===== src/rtl/dcache_controller.sv =====
// ---------------------------------------------------------------------------
// dcache_controller
//   Controller for a 2-set, 2-way, 16-byte-line write-back data cache.
//   Line id = {index, way}; per line: valid, dirty, tag. One LRU bit per set.
//   Lookup in IDLE is combinational so hits complete with stall=0 in the same
//   cycle. Misses write back a dirty victim (WRITEBACK) and then fetch the
//   line word by word (REFILL); the held CPU request then replays as a hit.
//
//   Build option: define DCACHE_PERF_CNT_EN to enable saturating hit/miss
//   counters; when undefined, hit_count/miss_count are tied to 0.
//
// Ports
//   clk, reset            rising-edge clock, synchronous active-high reset
//   cpu_re, cpu_we        CPU load/store (held until stall=0), cpu_addr byte addr
//   stall                 CPU must hold its request
//   re, we, hit, first, second, index, copy_back, cache_data_src,
//   w_sel, copy           data-array controls (copy = {index,way} for copy-back)
//   mem_re, mem_we, mem_addr, mem_ready   word-wide memory handshake
//   hit_count, miss_count performance counters
// ---------------------------------------------------------------------------
module dcache_controller #(
    parameter int TAG_W = 27,
    parameter int CNT_W = 16
) (
    input  logic             clk,
    input  logic             reset,
    input  logic             cpu_re,
    input  logic             cpu_we,
    input  logic [31:0]      cpu_addr,
    output logic             stall,
    output logic             re,
    output logic             we,
    output logic             hit,
    output logic             first,
    output logic             second,
    output logic             index,
    output logic             copy_back,
    output logic             cache_data_src,
    output logic [1:0]       w_sel,
    output logic [1:0]       copy,
    output logic             mem_re,
    output logic             mem_we,
    output logic [31:0]      mem_addr,
    input  logic             mem_ready,
    output logic [CNT_W-1:0] hit_count,
    output logic [CNT_W-1:0] miss_count
);

    typedef enum logic [1:0] {IDLE, WRITEBACK, REFILL} state_t;

    state_t           state;
    logic [3:0]       valid;
    logic [3:0]       dirty;
    logic [TAG_W-1:0] tags [4];
    logic [1:0]       lru;        // per set: the least recently used way
    logic [1:0]       wcnt;       // word within the line being moved
    logic [TAG_W-1:0] lat_tag;
    logic             lat_set;
    logic             victim;

    logic             req, rd, wr, set;
    logic [TAG_W-1:0] tag;
    logic             hit0, hit1, lookup_hit, vict_sel;
    logic             unused_addr;

    // A simultaneous load and store is handled purely as a load.
    assign req  = cpu_re | cpu_we;
    assign rd   = cpu_re;
    assign wr   = cpu_we & ~cpu_re;
    assign set  = cpu_addr[4];
    assign tag  = cpu_addr[5 +: TAG_W];
    assign unused_addr = ^cpu_addr[1:0];

    assign hit0       = valid[{set, 1'b0}] && (tags[{set, 1'b0}] == tag);
    assign hit1       = valid[{set, 1'b1}] && (tags[{set, 1'b1}] == tag);
    assign lookup_hit = hit0 | hit1;

    // Fill an empty way first (way0 preferred), otherwise evict the LRU way.
    assign vict_sel = !valid[{set, 1'b0}] ? 1'b0 :
                      !valid[{set, 1'b1}] ? 1'b1 : lru[set];

    // Outputs are combinational so IDLE hits finish in a single cycle; all
    // are forced low while reset is asserted.
    always_comb begin
        stall = 1'b0; re = 1'b0; we = 1'b0; hit = 1'b0;
        first = 1'b0; second = 1'b0; index = 1'b0;
        copy_back = 1'b0; cache_data_src = 1'b0;
        w_sel = 2'b00; copy = 2'b00;
        mem_re = 1'b0; mem_we = 1'b0; mem_addr = 32'h0;
        if (!reset) begin
            case (state)
                IDLE: begin
                    index = set;
                    if (req) begin
                        first  = hit0;
                        second = hit1;
                        if (lookup_hit) begin
                            hit   = 1'b1;
                            re    = rd;
                            we    = wr;
                            w_sel = cpu_addr[3:2];
                        end else begin
                            stall = 1'b1;
                        end
                    end
                end
                WRITEBACK: begin
                    stall     = 1'b1;
                    index     = lat_set;
                    copy_back = 1'b1;
                    copy      = {lat_set, victim};
                    w_sel     = wcnt;
                    mem_we    = 1'b1;
                    mem_addr  = 32'({tags[{lat_set, victim}], lat_set, wcnt, 2'b00});
                end
                REFILL: begin
                    stall    = 1'b1;
                    index    = lat_set;
                    mem_re   = 1'b1;
                    mem_addr = 32'({lat_tag, lat_set, wcnt, 2'b00});
                    if (mem_ready) begin
                        we             = 1'b1;
                        cache_data_src = 1'b1;
                        w_sel          = wcnt;
                        first          = ~victim;
                        second         = victim;
                    end
                end
                default: ;
            endcase
        end
    end

    always_ff @(posedge clk) begin
        if (reset) begin
            state   <= IDLE;
            valid   <= '0;
            dirty   <= '0;
            lru     <= '0;
            wcnt    <= '0;
            lat_tag <= '0;
            lat_set <= 1'b0;
            victim  <= 1'b0;
        end else begin
            case (state)
                IDLE: begin
                    if (req) begin
                        if (lookup_hit) begin
                            lru[set] <= hit0;  // other way becomes LRU
                            if (wr) dirty[{set, hit1}] <= 1'b1;
                        end else begin
                            lat_tag <= tag;
                            lat_set <= set;
                            victim  <= vict_sel;
                            wcnt    <= 2'd0;
                            // The victim stops matching immediately so an
                            // aborted refill never leaves a half-filled line valid.
                            valid[{set, vict_sel}] <= 1'b0;
                            dirty[{set, vict_sel}] <= 1'b0;
                            state <= (valid[{set, vict_sel}] && dirty[{set, vict_sel}])
                                     ? WRITEBACK : REFILL;
                        end
                    end
                end
                WRITEBACK: begin
                    if (mem_ready) begin
                        wcnt <= wcnt + 2'd1;
                        if (wcnt == 2'd3) state <= REFILL;
                    end
                end
                REFILL: begin
                    if (mem_ready) begin
                        wcnt <= wcnt + 2'd1;
                        if (wcnt == 2'd3) begin
                            tags[{lat_set, victim}]  <= lat_tag;
                            valid[{lat_set, victim}] <= 1'b1;
                            dirty[{lat_set, victim}] <= 1'b0;
                            state <= IDLE;
                        end
                    end
                end
                default: state <= IDLE;
            endcase
        end
    end

`ifdef DCACHE_PERF_CNT_EN
    always_ff @(posedge clk) begin
        if (reset) begin
            hit_count  <= '0;
            miss_count <= '0;
        end else if (state == IDLE && req) begin
            if (lookup_hit) begin
                if (hit_count != '1) hit_count <= hit_count + 1'b1;
            end else begin
                if (miss_count != '1) miss_count <= miss_count + 1'b1;
            end
        end
    end
`else
    assign hit_count  = '0;
    assign miss_count = '0;
`endif

endmodule


===== config.mk =====
export PLATFORM = sky130hd
export DESIGN_NAME = dcache_controller
export DESIGN_NICKNAME = d
export VERILOG_FILES = /design/src/rtl/dcache_controller.sv
export SDC_FILE = /design/constraint.sdc
export NUM_CORES = 1
export LEC_CHECK = 0
export ABC_AREA = 1
export CORE_UTILIZATION = 31
export CTS_BUF_LIST = sky130_fd_sc_hd__clkbuf_16
export DETAILED_ROUTE_END_ITERATION = 10
export PLACE_DENSITY = 0.62
export RECOVER_POWER = 100
export SYNTH_ARGS = -nofsm -noshare
export SYNTH_HDL_FRONTEND = slang
export SYNTH_SLANG_ARGS = --single-unit

===== constraint.sdc =====
create_clock -name clk -period 3.3 [get_ports clk]
set_input_delay 0.495 -clock clk [delete_from_list [all_inputs] [get_ports clk]]
set_output_delay 0.495 -clock clk [all_outputs]
set_load 0.02 [all_outputs]

==> results.md <==
- The unique cell type count in the Yosys netlist is 32.
- The area growth from synthesis to layout is 21.9%.
- The detail-routed net length per standard cell is 16.6 microns.
- The number of global-route vias before repair is 7611.
- The cell chosen for the clock root is sky130_fd_sc_hd__clkbuf_16.
- The antenna violation net count after detailed routing is 0.
- The final wirelength is 27300 microns.
- Data on the critical path arrives at its endpoint at 2.63 ns.
- The flow ran to the end, and the final reports show no timing, DRC or antenna violations.
- In this design, the largest share of critical-path delay is due to buffers and inverters.
- The busiest layer in global routing is met2.
- The flop and latch count out of synthesis is 153.
- The number of standard cells after synthesis is 1165.
- The library cells used most frequently in the layout, excluding fill and tap cells, are sky130_fd_sc_hd__nand2_1 (367), sky130_fd_sc_hd__nand3_1 (121), sky130_fd_sc_hd__nor2_1 (115).
- The initialized floorplan defines 61 standard-cell rows.
- The cell that appears most often on the critical path is sky130_fd_sc_hd__inv_1.
- The tightest hold margin is 0.435 ns.
- The power density over cell area is 632 nW/um^2.
- The slew at the pin closest to its max-slew limit is 1.17 ns.
- 116 I/O pins were placed.
- The net count reported at finish is 1301.
- The number of endpoints with negative hold slack in the final report was 0.
- The CTS tree is built.
- The overall die height is 170 microns.
- The finished cells cover 10700 sq um.
- The startpoint kind of the worst setup timing path is a register.
- The average footprint of a synthesized cell is 7.53 sq um.
- The mean number of vias per cell is 5.00.
- The max-slew violation total from the final report is 0.
- Traced cell by cell, the critical path runs through inv_1 -> ha_1 -> inv_1 -> nor2_1 -> inv_1 -> buf_4 -> nor2_1 -> clkdlybuf4s50_1.
- The worst path required time is 2.80 ns.
- Summed over all layers, the global routing overflow is 0.
- The placed wire-length estimate after detailed placement is 18500 microns.
- The depth of the CTS H-tree is 4.
- The worst path uses 94.6% of the clock period.
- The later pin in the worst-skew pair is clocked with a latency of 0.43 ns.
- The total CTS buffers is 17.
- The number of antenna violations at the first check in global routing is 0.
- In the global route stage, overall resource usage came out at 19.4%.
- For this run, global-route usage on met3 was measured as 3.72%.
- The CTS clock-pin slew for the worst setup and hold paths is 0.07 ns.
- The worst setup skew after layout is 0.00964 ns.
- Summing over every cut layer, the via total after detailed routing is 8253.
- By startpoint and endpoint, the worst setup path is classified as register to primary output.
- The core area is 27800 sq um.
- Static timing analysis puts the maximum clock frequency at 0.320 GHz.
- The fraction of layout cells with a size suffix above 1 is 7.86%.
- The cell with the biggest individual delay on the critical path is sky130_fd_sc_hd__clkdlybuf4s50_1.
- Across the VDD grid, the largest voltage drop is 0.382 mV.
- The congestion estimate from routability-driven global placement came to 0.905.
- The clock drives 153 sinks.
- The first TritonRoute pass finished after 6 iterations.
- The synthesized netlist occupies a cell area of 8770 sq um.
- The worst hold path belongs to the class input pin to register.
- The area of placed instances is 10100 sq um.
- The post-route minimum period is 3.12 ns.
- Global routing used 30.2% of the available met2 tracks.
- During placement, the flow inserted port buffers numbering 79.
- The floorplan die area is 29000 sq um.
- The x dimension of the die is 170 microns.
- The analysis attributes to cell leakage a power of 4.56 nW.
- For this run, the number of Yosys warnings is 0.
- The initial DRC count is 958.
- Of all nets on the critical path, the largest fanout is 27.
- The antenna cell count is 0.
- The number of remaining DRC errors is 0.
- The met1 global-route usage is 27.1%.
- Entering global routing, the biggest net connects 55 pins.
- The clock passes through at most 2 buffers.
- Setup violations remaining at the end of the flow were counted as 0.
- Headroom to the max-slew limit came out at 21.9%.
- The share of the yosys chip area belonging to registers is 47.3%.
- The delay of the slowest cell on the worst path is 0.63 ns.
- Once the floorplan was initialized, standard cells occupied 31.6% of the core.
- Setup repair after global routing left no endpoint under its margin.
- The max-cap check violation count is 0.
- The number of buffer and inverter stages on the critical path is 5.
- The global-route wire length before repair is 42100 microns.
- The endpoint class of the critical path is a primary output.
- Leaving out fill and tap cells, the most frequent cell in the layout is sky130_fd_sc_hd__nand2_1.
-- cell usage after synthesis, drive strengths merged --
cell      n  area (sq um)
o21bai    3          33.8
nand4     7          43.8
edfxtp  108          3240
a22oi    25           188
buf      62           452
clkinv    5          18.8
nor2    120           458
clkbuf   31           116
conb      1          3.75
o211ai    1          7.51
xor2      2          17.5
o21ai    81           405
or2       1          6.26
dfxtp    45           901
nor3      7          35.0
inv      87           327
nand3   121           606
o22ai    17           106
ha        5          62.6
and2      1          6.26
a21oi    63           315
o21a      1          7.51
nand2   371          1410
-- cell type report --
class,instances,area (sq um)
Sequential cell,153,4140
Multi-Input combinational cell,860,3840
Clock inverter,11,85.1
Tap cell,378,473
Timing Repair Buffer,135,1280
Inverter,92,345
Fill cell,2828,17100
Clock buffer,21,526
-- metrics by stage --
step	total power [W]	setup TNS (ns)	util (%)	setup WS (ns)	instances
finish	0.00676	0	38.5	0.179	1650
global route	0.00711	0	38.5	0.00717	1650
CTS	0.00678	0	38.7	0.0747	1650
detailed placement	0.00479	-1.02	36.5	-0.179	1618
global placement	0.00476	-1.06	36.5	-0.195	1618
floorplan	0.00396	0	-	0.395	1198
-- timing repair --
item | in CTS | in global routing
buffers inserted | 0 | 0
endpoints found under the setup margin | 8 | 11
hold buffers | 0 | 0
resized for setup | 9 | 15
-- flip-flops by register name, summed over array words and instances (netlist names), named ones only --
| register | count |
|---|---|
| state | 2 |
| lat_tag | 27 |
| lat_set | 1 |
| valid | 4 |
| tags | 108 |
| dirty | 4 |
| lru | 2 |
| wcnt | 2 |
| victim | 1 |
-- logic make-up after synthesis --
family,after synthesis,synth area share [%]
AO/OA/AOI/OAI,191,12.1
AND/OR/NAND/NOR,628,29.2
XOR/XNOR,2,0.200
buffers and inverters,185,10.4
other,1,0.0428
adder cells (fa/ha/maj),5,0.713
flip-flops,153,47.3
-- path summary, 6_finish.rpt --
| kind | startpoint | to | slack, ns | depth (start not counted) |
|---|---|---|---|---|
| setup / recovery | state[0] | mem_addr[26] | 0.18 | 8 |
| hold / removal | reset | valid[0] | 0.43 | 2 |
| setup reg to reg | state[0] | tags[1][8] | 0.28 | 8 |
| hold reg to reg | lru[1] | lru[1] | 0.48 | 2 |
-- report_power, final --
part / switching (W) / internal (W)
registers: 0.000178 / 0.00227
logic: 0.00155 / 0.000759
clock network: 0.000792 / 0.00121
-- metal layers --
| layer | routed length, microns | vias to the layer above |
|---|---|---|
| li1 | - | 3981 |
| met1 | 12200 | 3815 |
| met2 | 12100 | 430 |
| met3 | 2680 | 27 |
| met4 | 363 | 0 |
| met5 | 0 | - |
(Power assumes the default switching activity.)
==> patch: new RTL, config.mk and constraints unchanged <==
The option `DCACHE_PERF_CNT_EN` is turned on by a define.
--- a/src/rtl/dcache_controller.sv
+++ b/src/rtl/dcache_controller.sv
@@ -18,6 +18,8 @@
 //   mem_re, mem_we, mem_addr, mem_ready   word-wide memory handshake
 //   hit_count, miss_count performance counters
 // ---------------------------------------------------------------------------
+`define DCACHE_PERF_CNT_EN
+
 module dcache_controller #(
     parameter int TAG_W = 27,
     parameter int CNT_W = 16
Formal check against the unedited RTL: not equivalent (Yosys sat finds a counterexample within 4 cycles, from zero or initial values and one cycle with reset high).
==> patch against the unedited design <==
- sequential cell count grew 32
- register-to-register slack gained 80 ps
- count of clock-buffer cells in the layout shrank 4
- combinational power grew 12%
- cell area grew 32%
- wire length grew 34%
- clock power grew 6%
- worst hold slack gained 45 ps
- power grew 14%
- die area grew 26%
- synthesized area grew 26%
- setup slack lost 10 ps
- sequential power grew 22%
- largest cell class is now multi-input gates
- largest power group unchanged
==> patch: results (changes against the unedited design) <==
Min path
  – Hold Crit Endpoint: lru[0]
  – Hold Crit Class: reg2reg
  – Hold wc startpoint: lru[0]

Critical path
  – Crit-path slowest cell: dlygate4sd3_1
  – Worst Path Max Fanout: 26 (-3.7%)
  – Reg-to-reg endpoint: miss_count[1]
  – Worst reg2reg path startpoint: tags[3][22]
  – Arrival time worst endpoint: 2640 ps (about the same)
  – Reg2reg setup slack: 360 ps (+80 ps)

Placement
  – GP Congestion: 0.9404 (+4.0%)
  – Buffers on Ports: 111 (+41%)

Global route
  – Global Route Usage Sum: 20.38% (+0.94 points)
  – Pin count of the biggest net entering global routing: 70 (+27%)
  – M3 GR Usage: 2.797% (-0.92 points)
  – Met1 GRT Util: 27.15% (+0.069 points)
  – Met2 Track Usage GR: 33.76% (+3.6 points)
  – Vias in the first global route: 10,660 (+40%)

Drt
  – DR WL met3: 1523 µm (-43%)
  – WL/cell: 16.31 µm (-1.5%)
  – DRT iter0 DRCs: 894 (-6.7%)
  – Met2 routed WL: 17,300 µm (+43%)
  – Vias per cell: 4.943 (-1.2%)

Synthesis
  – Synth Area per Inst: 7.051 µm² (-6.3%)
  – Synth unique cells: 37 (+16%)
  – Largest cells by area after synthesis: edfxtp_1 (29%), nand2_1 (16%), dfxtp_1 (14%)
  – Post-synth top cells: nand2_1 (479), nor2_1 (179), nand3_1 (163)

Status
  – Outcome: complete, no violations

Pwr
  – Maximum VDD drop: 0.0003404 V (-11%)
  – Leak: 6.161 nW (+35%)

STA
  – Fin Hold WS: 480.0 ps (+45.18 ps)
  – Max Clock Skew: 9.152 ps (-0.4893 ps)

Clock network
  – Post-cts sizing count: 8 (-1)

Layout
  – Nets: 1,828 (+41%)
  – Layout cells sized above 1: 11.19% (+3.3 points)
patch: final cells by class:
type | count | area (µm²)
Clock inverter | 15 | 177.7
Multi-Input combinational cell | 1166 | 5334
Sequential cell | 185 | 4785
Timing Repair Buffer | 267 | 2281
Fill cell | 3596 | 20670
Clock buffer | 17 | 425.4
Tap cell | 455 | 569.3
Inverter | 147 | 555.5
patch: kinds of logic after synthesis:
group / count (synthesis) / synth area share [%]
simple gates: 891 / 33.85
compound gates: 247 / 12.02
buf+inv: 216 / 8.464
flops: 185 / 43.33
xor+xnor: 19 / 1.507
fa+ha+maj: 7 / 0.7932
other cells: 1 / 0.03396
patch: power by group:
part / switching (mW) / internal (mW)
Clock: 0.922 / 1.19
Combinational: 1.71 / 0.872
Sequential: 0.236 / 2.74
Total: 2.87 / 4.81
patch: stage by stage:
step	instance area, µm²	TNS, ps	utilization, %	power, mW
2_1_floorplan	11050	0	-	4.645
3_3_place_gp	13590	-1909	39.07	5.601
3_5_place_dp	13590	-2666	39.07	5.643
4_1_cts	14190	0	40.77	7.746
5_1_grt	14130	0	40.60	8.126
6_report	14130	0	40.60	7.679
patch: how the worst max path moves through the flow:
stage | slack [ps] | to | cells past startpoint | startpoint
global route | 3 | stall | 16 | cpu_addr[4]
floorplan | 350 | tags[0][0] | 6 | state[0]
finish | 170 | mem_addr[3] | 6 | state[1]
global placement | -170 | miss_count[0] | 16 | cpu_addr[25]
detailed placement | -200 | miss_count[1] | 17 | cpu_addr[4]
CTS | 70 | mem_addr[28] | 7 | state[1]
patch: worst min-delay path: cells and delay by family (launching register included):
kind	cells	cell delay (ps)
flip-flops	1	310
AO/OA/AOI/OAI	2	130
